File: config.mk
export PLATFORM = sky130hd
export DESIGN_NAME = popcount_pipe
export DESIGN_NICKNAME = d
export VERILOG_FILES = /design/src/rtl/popcount_pipe.sv
export SDC_FILE = /design/constraint.sdc
export NUM_CORES = 1
export LEC_CHECK = 0
export BUFFER_PORTS_ARGS = -buffer_cell sky130_fd_sc_hd__buf_2
export CORE_AREA = 4 4 146 148
export DETAILED_ROUTE_END_ITERATION = 10
export DIE_AREA = 0 0 150 152
export SYNTH_ARGS = -nofsm -noshare
export SYNTH_HDL_FRONTEND = slang
export SYNTH_SLANG_ARGS = --single-unit
export TNS_END_PERCENT = 30
File: constraint.sdc
create_clock -name clk_i -period 4.8 [get_ports clk_i]
set_clock_uncertainty 0.05 [all_clocks]
set_input_delay 0.72 -clock clk_i [delete_from_list [all_inputs] [get_ports clk_i]]
set_output_delay 0.72 -clock clk_i [all_outputs]
set_load 0.05 [all_outputs]
File: src/rtl/popcount_pipe.sv
// popcount_pipe: pipelined population count over a balanced adder tree with a
// valid/ready stream on both sides. Define POPCNT_ACC_EN to build the group accumulator.
module popcount_pipe #(
  parameter int WIDTH  = 128,
  parameter int STAGES = 2,
  parameter int ACC_W  = 16,
  localparam int CNT_W = $clog2(WIDTH + 1)
) (
  input  logic             clk_i,
  input  logic             rst_ni,
  input  logic             valid_i,
  output logic             ready_o,
  input  logic [WIDTH-1:0] data_i,
  input  logic             last_i,
  output logic             valid_o,
  input  logic             ready_i,
  output logic [CNT_W-1:0] cnt_o,
  output logic [ACC_W-1:0] acc_o,
  output logic             last_o,
  output logic             sat_o
);

  // Handshake: a beat moves on any port in a cycle where valid and ready are both
  // high. Once valid_o is up, the beat and its sidebands hold until ready_i takes it.
  localparam int L  = $clog2(WIDTH);
  localparam int N  = 1 << L;
  localparam int SW = L + 1;
  localparam int SD = (STAGES > 0) ? STAGES : 1;

  // Stage k registers the tree after level ceil((k+1)*L/STAGES). When the levels
  // do not divide evenly, the earlier stages take the extra levels.
  function automatic int stage_of(int lv);
    int s;
    s = -1;
    for (int k = 0; k < STAGES; k++)
      if (((k + 1) * L + STAGES - 1) / STAGES == lv) s = k;
    return s;
  endfunction

  logic [SD-1:0] en;
  logic [N-1:0]  leaves;

  assign leaves = N'(data_i);

  if (STAGES == 0) begin : g_comb
    logic unused_en;
    assign en        = '0;
    assign unused_en = ^en;
    assign valid_o   = valid_i;
    assign ready_o   = ready_i;
  end else begin : g_pipe
    logic [SD-1:0] vq;
    logic [SD-1:0] free;
    logic [SD-1:0] up;

    // free[k]: stage k is empty or its beat leaves this cycle, so it can load.
    always_comb begin
      logic down;
      down = ready_i;
      free = '0;
      for (int k = SD - 1; k >= 0; k--) begin
        free[k] = !vq[k] || down;
        down    = free[k];
      end
    end

    assign up      = (vq << 1) | SD'(valid_i);
    assign en      = up & free;
    assign valid_o = vq[SD-1];
    assign ready_o = free[0];

    always_ff @(posedge clk_i or negedge rst_ni) begin
      if (!rst_ni) vq <= '0;
      else         vq <= (up & free) | (vq & ~free);
    end
  end

  for (genvar l = 0; l <= L; l++) begin : lvl
    localparam int NL = N >> l;
    localparam int SK = stage_of(l);
    logic [SW-1:0] o [NL];
    if (l == 0) begin : g_leaf
      for (genvar n = 0; n < NL; n++) begin : g_bit
        assign o[n] = SW'(leaves[n]);
      end
    end else begin : g_add
      logic [SW-1:0] s [NL];
      for (genvar n = 0; n < NL; n++) begin : g_sum
        assign s[n] = lvl[l-1].o[2*n] + lvl[l-1].o[2*n+1];
      end
      if (SK >= 0) begin : g_reg
        always_ff @(posedge clk_i or negedge rst_ni) begin
          if (!rst_ni) begin
            for (int n = 0; n < NL; n++) o[n] <= '0;
          end else if (en[SK]) begin
            for (int n = 0; n < NL; n++) o[n] <= s[n];
          end
        end
      end else begin : g_wire
        assign o = s;
      end
    end
  end

  assign cnt_o = CNT_W'(lvl[L].o[0]);

`ifdef POPCNT_ACC_EN
  localparam int AW1 = ACC_W + 1;
  logic             out_last;
  logic [ACC_W-1:0] acc_q;
  logic             sat_q;
  logic [ACC_W:0]   acc_sum;
  logic             clamp;

  if (STAGES == 0) begin : g_last0
    assign out_last = last_i;
  end else begin : g_last
    logic [SD-1:0] lq;
    logic [SD-1:0] lin;
    assign lin      = (lq << 1) | SD'(last_i);
    assign out_last = lq[SD-1];
    always_ff @(posedge clk_i or negedge rst_ni) begin
      if (!rst_ni) lq <= '0;
      else         lq <= (lin & en) | (lq & ~en);
    end
  end

  // The sum is shown with the beat itself, so a one-beat group reports its own count.
  assign acc_sum = {1'b0, acc_q} + AW1'(cnt_o);
  assign clamp   = acc_sum[ACC_W];
  assign acc_o   = clamp ? '1 : acc_sum[ACC_W-1:0];
  assign sat_o   = sat_q || clamp;
  assign last_o  = out_last;

  always_ff @(posedge clk_i or negedge rst_ni) begin
    if (!rst_ni) begin
      acc_q <= '0;
      sat_q <= 1'b0;
    end else if (valid_o && ready_i) begin
      acc_q <= out_last ? '0 : acc_o;
      sat_q <= !out_last && sat_o;
    end
  end
`else
  logic unused_last;
  assign unused_last = last_i;
  assign acc_o       = '0;
  assign last_o      = 1'b0;
  assign sat_o       = 1'b0;
`endif

endmodule

Yosys cells after proc, flatten, opt, wreduce, memory -nomap -nowiden
Cells that the tools add are included.
{ "word_totals": {"in_bits": 133, "reg_bits": 74, "out_inout_bits": 28, "wordCells": 146} }
{ "op_classes": {"n_bitwise": 5, "addsub": 127, "reduce_logical": 4} }
{ "op_table": {"columns": ["operator", "n"], "rows": [
  ["$add 1x1->2", 64],
  ["$add 2x2->3", 32],
  ["$add 3x3->4", 16],
  ["$add 8x8->8", 7],
  ["$add 4x4->5", 8],
  ["$and 2x2->2", 2],
  ["$logic_not 1->1", 2],
  ["$logic_or 1x1->1", 2],
  ["$not 2->2", 1],
  ["$or 2x1->2", 1],
  ["$or 2x2->2", 1]
]} }

Logic depth before layout (Yosys ltp)
{ "depth": {"ltp_word": 6, "ltp_mapped": 15, "mapped_depth_nobuf": 15} }

Worst setup path after synthesis
OpenSTA, ideal clock, no wires.
{ "synth_timing": {"path_type": "input port to flip-flop", "start": "in data_i[123]", "end": "reg lvl[4].o[1] (netlist bit)", "t_required_ns": 4.625, "path_slack_ns": 0.956, "stages": 11, "t_arrival_ns": 3.669, "path_buffers": 0, "setup_ns": 0.125, "path_cell_list": "fa_1 inv_1 fa_1 inv_1 fa_1 inv_1 fa_1 inv_1 ha_1 fa_1 mux2_4"} }
{ "synth_rtl": {"columns": ["item", "line", "source"], "rows": [
  ["start, declared", "13", "input logic [WIDTH-1:0] data_i,"],
  ["end, declared", "81", "logic [SW-1:0] o [NL];"]
]} }

Worst setup path in the final report
{ "layout_timing": {"start": "reg lvl[4].o[2] (netlist bit)", "end": "reg lvl[7].o (netlist bit cnt_o[6])"} }
{ "layout_between": {"elab_chain_cells": 3} }
{ "layout_rtl": {"columns": ["item", "line", "source"], "rows": [
  ["$add 8x8->8 (3 in series)", "89", "assign s[n] = lvl[l-1].o[2*n] + lvl[l-1].o[2*n+1];"],
  ["end, declared", "81", null]
]} }
No other way between the ends.
A chain may end at the register's enable or synchronous reset.

==> summary.txt <==
CLOCK NETWORK
--------------------------------------------------------------------------------------
TritonCTS clock tree ....................................................        built
H-tree depth ............................................................            2
Post-cts sizing count ...................................................            0
Clock latency on the worst-skew pair ....................................      0.30 ns
TritonCTS Buffers .......................................................            5
Buffer type at the clock tree root ......................................    clkbuf_16
Clock Pin Slew Worst Setup and Hold Paths ...............................      0.07 ns
Total number of clock tree sinks ........................................           50
Number of buffers on the longest clock path .............................            2
Postcts setup bufs ......................................................            0
Hold_buf cts ............................................................            0

OUTCOME
--------------------------------------------------------------------------------------
Status .................................................................. complete, no violations

DETAILED ROUTING
--------------------------------------------------------------------------------------
Iteration count of the initial detailed-routing pass ....................            4
Detailed-route wire length per cell .....................................      10.6 um
DRT antenna net count ...................................................            0
Via density per instance ................................................         3.88
Vias ....................................................................         3830
Violation count after the first detailed-routing iteration ..............           57
Final wirelength ........................................................      10.5 mm
DRC errors left .........................................................            0

YOSYS
--------------------------------------------------------------------------------------
Fraction of the yosys area taken by sequential cells ....................        21.2%
Number of distinct library cells after synthesis ........................           26
Post-synth design cell area .............................................  0.00590 mm2
Post-synthesis area per instance ........................................     10.2 um2
Top area cells in the synthesized netlist ............................... fa_1 37%, dfrtp_1 21%, inv_1 12%, ha_1 10%, o21ai_0 3.4%
Number of instances in the synthesized netlist ..........................          576
Share of Yosys cell area claimed by the top area cell type ..............        37.0%
Yosys warning count .....................................................            0
Register bit count reported by yosys ....................................           50
Post-synth top area cell ................................................         fa_1

CRITICAL PATH
--------------------------------------------------------------------------------------
Buf+Inv Stages, Crit Path ...............................................            3
Required time reported for the critical path endpoint ...................      4.91 ns
Crit path largest cell delay ............................................      0.54 ns
Startpoint types ........................................................    flip-flop
Cell type with the highest occurrence count on the critical path ........         fa_1
Top fanout value on the critical path ...................................            2
Total number of cells along the worst setup path ........................           13
Critical setup path kind ................................................ flip-flop to flip-flop
FF-to-FF path depth .....................................................           13
Worst R2R Setup Slack ...................................................      0.83 ns
Reg2reg end .............................................................     cnt_o[6]
Origin of the worst setup path ..........................................  lvl[4].o[2]
Critical Path, Cell by Cell ............................................. fa_1 -> inv_1 -> fa_1 -> fa_1 -> fa_1 -> inv_1 -> ha_1 -> inv_1 -> fa_1 -> nand2b_1 -> a21oi_1 -> xnor2_1 -> o21ai_0
Delay-heaviest family, CP ...............................................  adder cells
Kind of capture point of the worst setup path ...........................    flip-flop
Arr. time, crit path ....................................................      4.08 ns
Master of the slowest instance on the critical path .....................         fa_1
Worst setup path end ....................................................     cnt_o[6]
Launching point of the worst reg2reg path ...............................  lvl[4].o[2]

DIE
--------------------------------------------------------------------------------------
Die Area ................................................................   0.0228 mm2
Core region area ........................................................   0.0200 mm2
Initial cell density of the core ........................................        29.4%
Height of the chip ......................................................       152 um
Die X-Extent ............................................................       150 um
Floorplan row count .....................................................           52
Total I/O pin count .....................................................          161

TIMING
--------------------------------------------------------------------------------------
Fin crit share ..........................................................        82.7%
Fmax achieved ...........................................................      252 MHz
RSZ-0062 raised after global routing ....................................        false
Slew margin rel. ........................................................        24.5%
Final number of hold-violating endpoints ................................            0
Worst-margin pin slew ...................................................      1.13 ns
Post-layout min period ..................................................      3.97 ns
Setup TNS ...............................................................         0 ns
# setup viols final .....................................................            0
Number of max-slew violations in the final report .......................            0
Worst hold slack ........................................................     0.423 ns

GRT
--------------------------------------------------------------------------------------
Overflow left after global routing ......................................            0
Wire length of the first global-routing pass ............................      18.5 mm
Number of antenna violations at the first check in global routing .......            0
All-layer global routing usage ..........................................        9.84%
Number of global-route vias before repair ...............................         4121
Largest net degree at the start of global routing .......................           71

FINAL LAYOUT
--------------------------------------------------------------------------------------
Most used cells in the layout excluding fill and tap cells .............. 192 x inv_1, 141 x buf_2, 109 x fa_1
# nets final ............................................................         1005
Growth of design area from synthesis to finish ..........................        18.1%
Ant diodes ..............................................................            0
Most common cell after layout, fill and taps aside ......................        inv_1
Layout cells sized above 1 ..............................................        23.0%

RUN
--------------------------------------------------------------------------------------
Number of maximum-capacitance violations ................................            0

HOLD PATH
--------------------------------------------------------------------------------------
Kind of path behind the tightest hold check ............................. flip-flop to flip-flop

PLACEMENT
--------------------------------------------------------------------------------------
Detailed-placement wirelength estimate ..................................      9.43 mm
Port bufs ...............................................................          141
Weighted congestion reported at the end of routability-driven placement .        0.769

logic make-up (layout without fill, tap and decap cells):
logic type,count (synthesis),after routing,share of synthesized area (%)
mux,13,13,3.18
xor+xnor,18,18,2.67
other cells,1,18,0.0636
simple gates,55,55,4.39
flops,50,50,21.2
compound gates,64,64,5.94
fa+ha+maj,157,157,47.2
buf+inv,218,341,15.4
Yosys cell counts:
cell type and count:
conb_1 1, a21o_1 10, xnor2_1 3, o31ai_1 1, buf_8 1, inv_1 192
buf_4 19, xor2_1 15, nand3_1 1, nand2b_2 1, buf_2 4, mux2_2 2
nor2b_1 6, nor2_1 4, o21ai_0 40, a21boi_0 1, ha_1 48, nand3b_4 1
a21oi_1 12, dfrtp_1 50, nand2b_1 3, nand2_4 1, nand2_1 38, mux2_4 11
fa_1 109, clkbuf_2 2
metrics by stage:
step                instance area [um2]  setup slack (ns)  utilization [%]  std cells
floorplan                          5960             0.956                -        593
global placement                   6820             0.716             34.0        978
detailed placement                 6820             0.673             34.0        978
CTS                                6970             0.779             34.8        986
global route                       6970             0.619             34.8        986
finish                             6970             0.830             34.8        986
worst min path at each step:
stage / startpoint / cells after the start / to / slack (ns)
after floorplan: rst_ni / 0 / asynchronous set/reset pin / 0.37
after global placement: cnt_o[4] / 2 / cnt_o[4] / 0.41
after detailed placement: cnt_o[4] / 2 / cnt_o[4] / 0.42
after CTS: cnt_o[4] / 2 / cnt_o[4] / 0.43
after global routing: lvl[4].o[3] / 2 / lvl[4].o[3] / 0.45
final: cnt_o[4] / 2 / cnt_o[4] / 0.42
layout make-up:
cell class                 instances  area (um2)
fill                            2130       13100
multi-input combinational        325        3800
sequential                        50        1250
inverter                         192         721
timing repair buffer             141         706
tap                              270         338
clock buffer                       5         125
clock inverter                     3        21.3
flip-flops by register name, summed over array words and instances (netlist names), named ones only:
| register | flops |
|---|---|
| cnt_o | 8 |
| lvl.o | 40 |
per-layer routing:
layer	wire length [um]	vias up	global-route usage, %
li1	-	1905	-
met2	5870	58	18.3
met4	55	0	1.18
met3	438	7	1.43
met5	0	-	0
met1	4130	1860	12.3
worst reg2reg max path: cells and delay by family, from the launching register on:
kind | cells | cell delay, ns
buffers and inverters | 3 | 0.19
XOR/XNOR | 1 | 0.14
AO/OA/AOI/OAI | 2 | 0.25
AND/OR/NAND/NOR | 1 | 0.16
flip-flops | 1 | 0.42
adder cells (fa/ha/maj) | 6 | 2.64
Power is left out: the tool's default activity adds up to more than one toggle a clock period on the data nets, which glitch-free logic cannot reach.
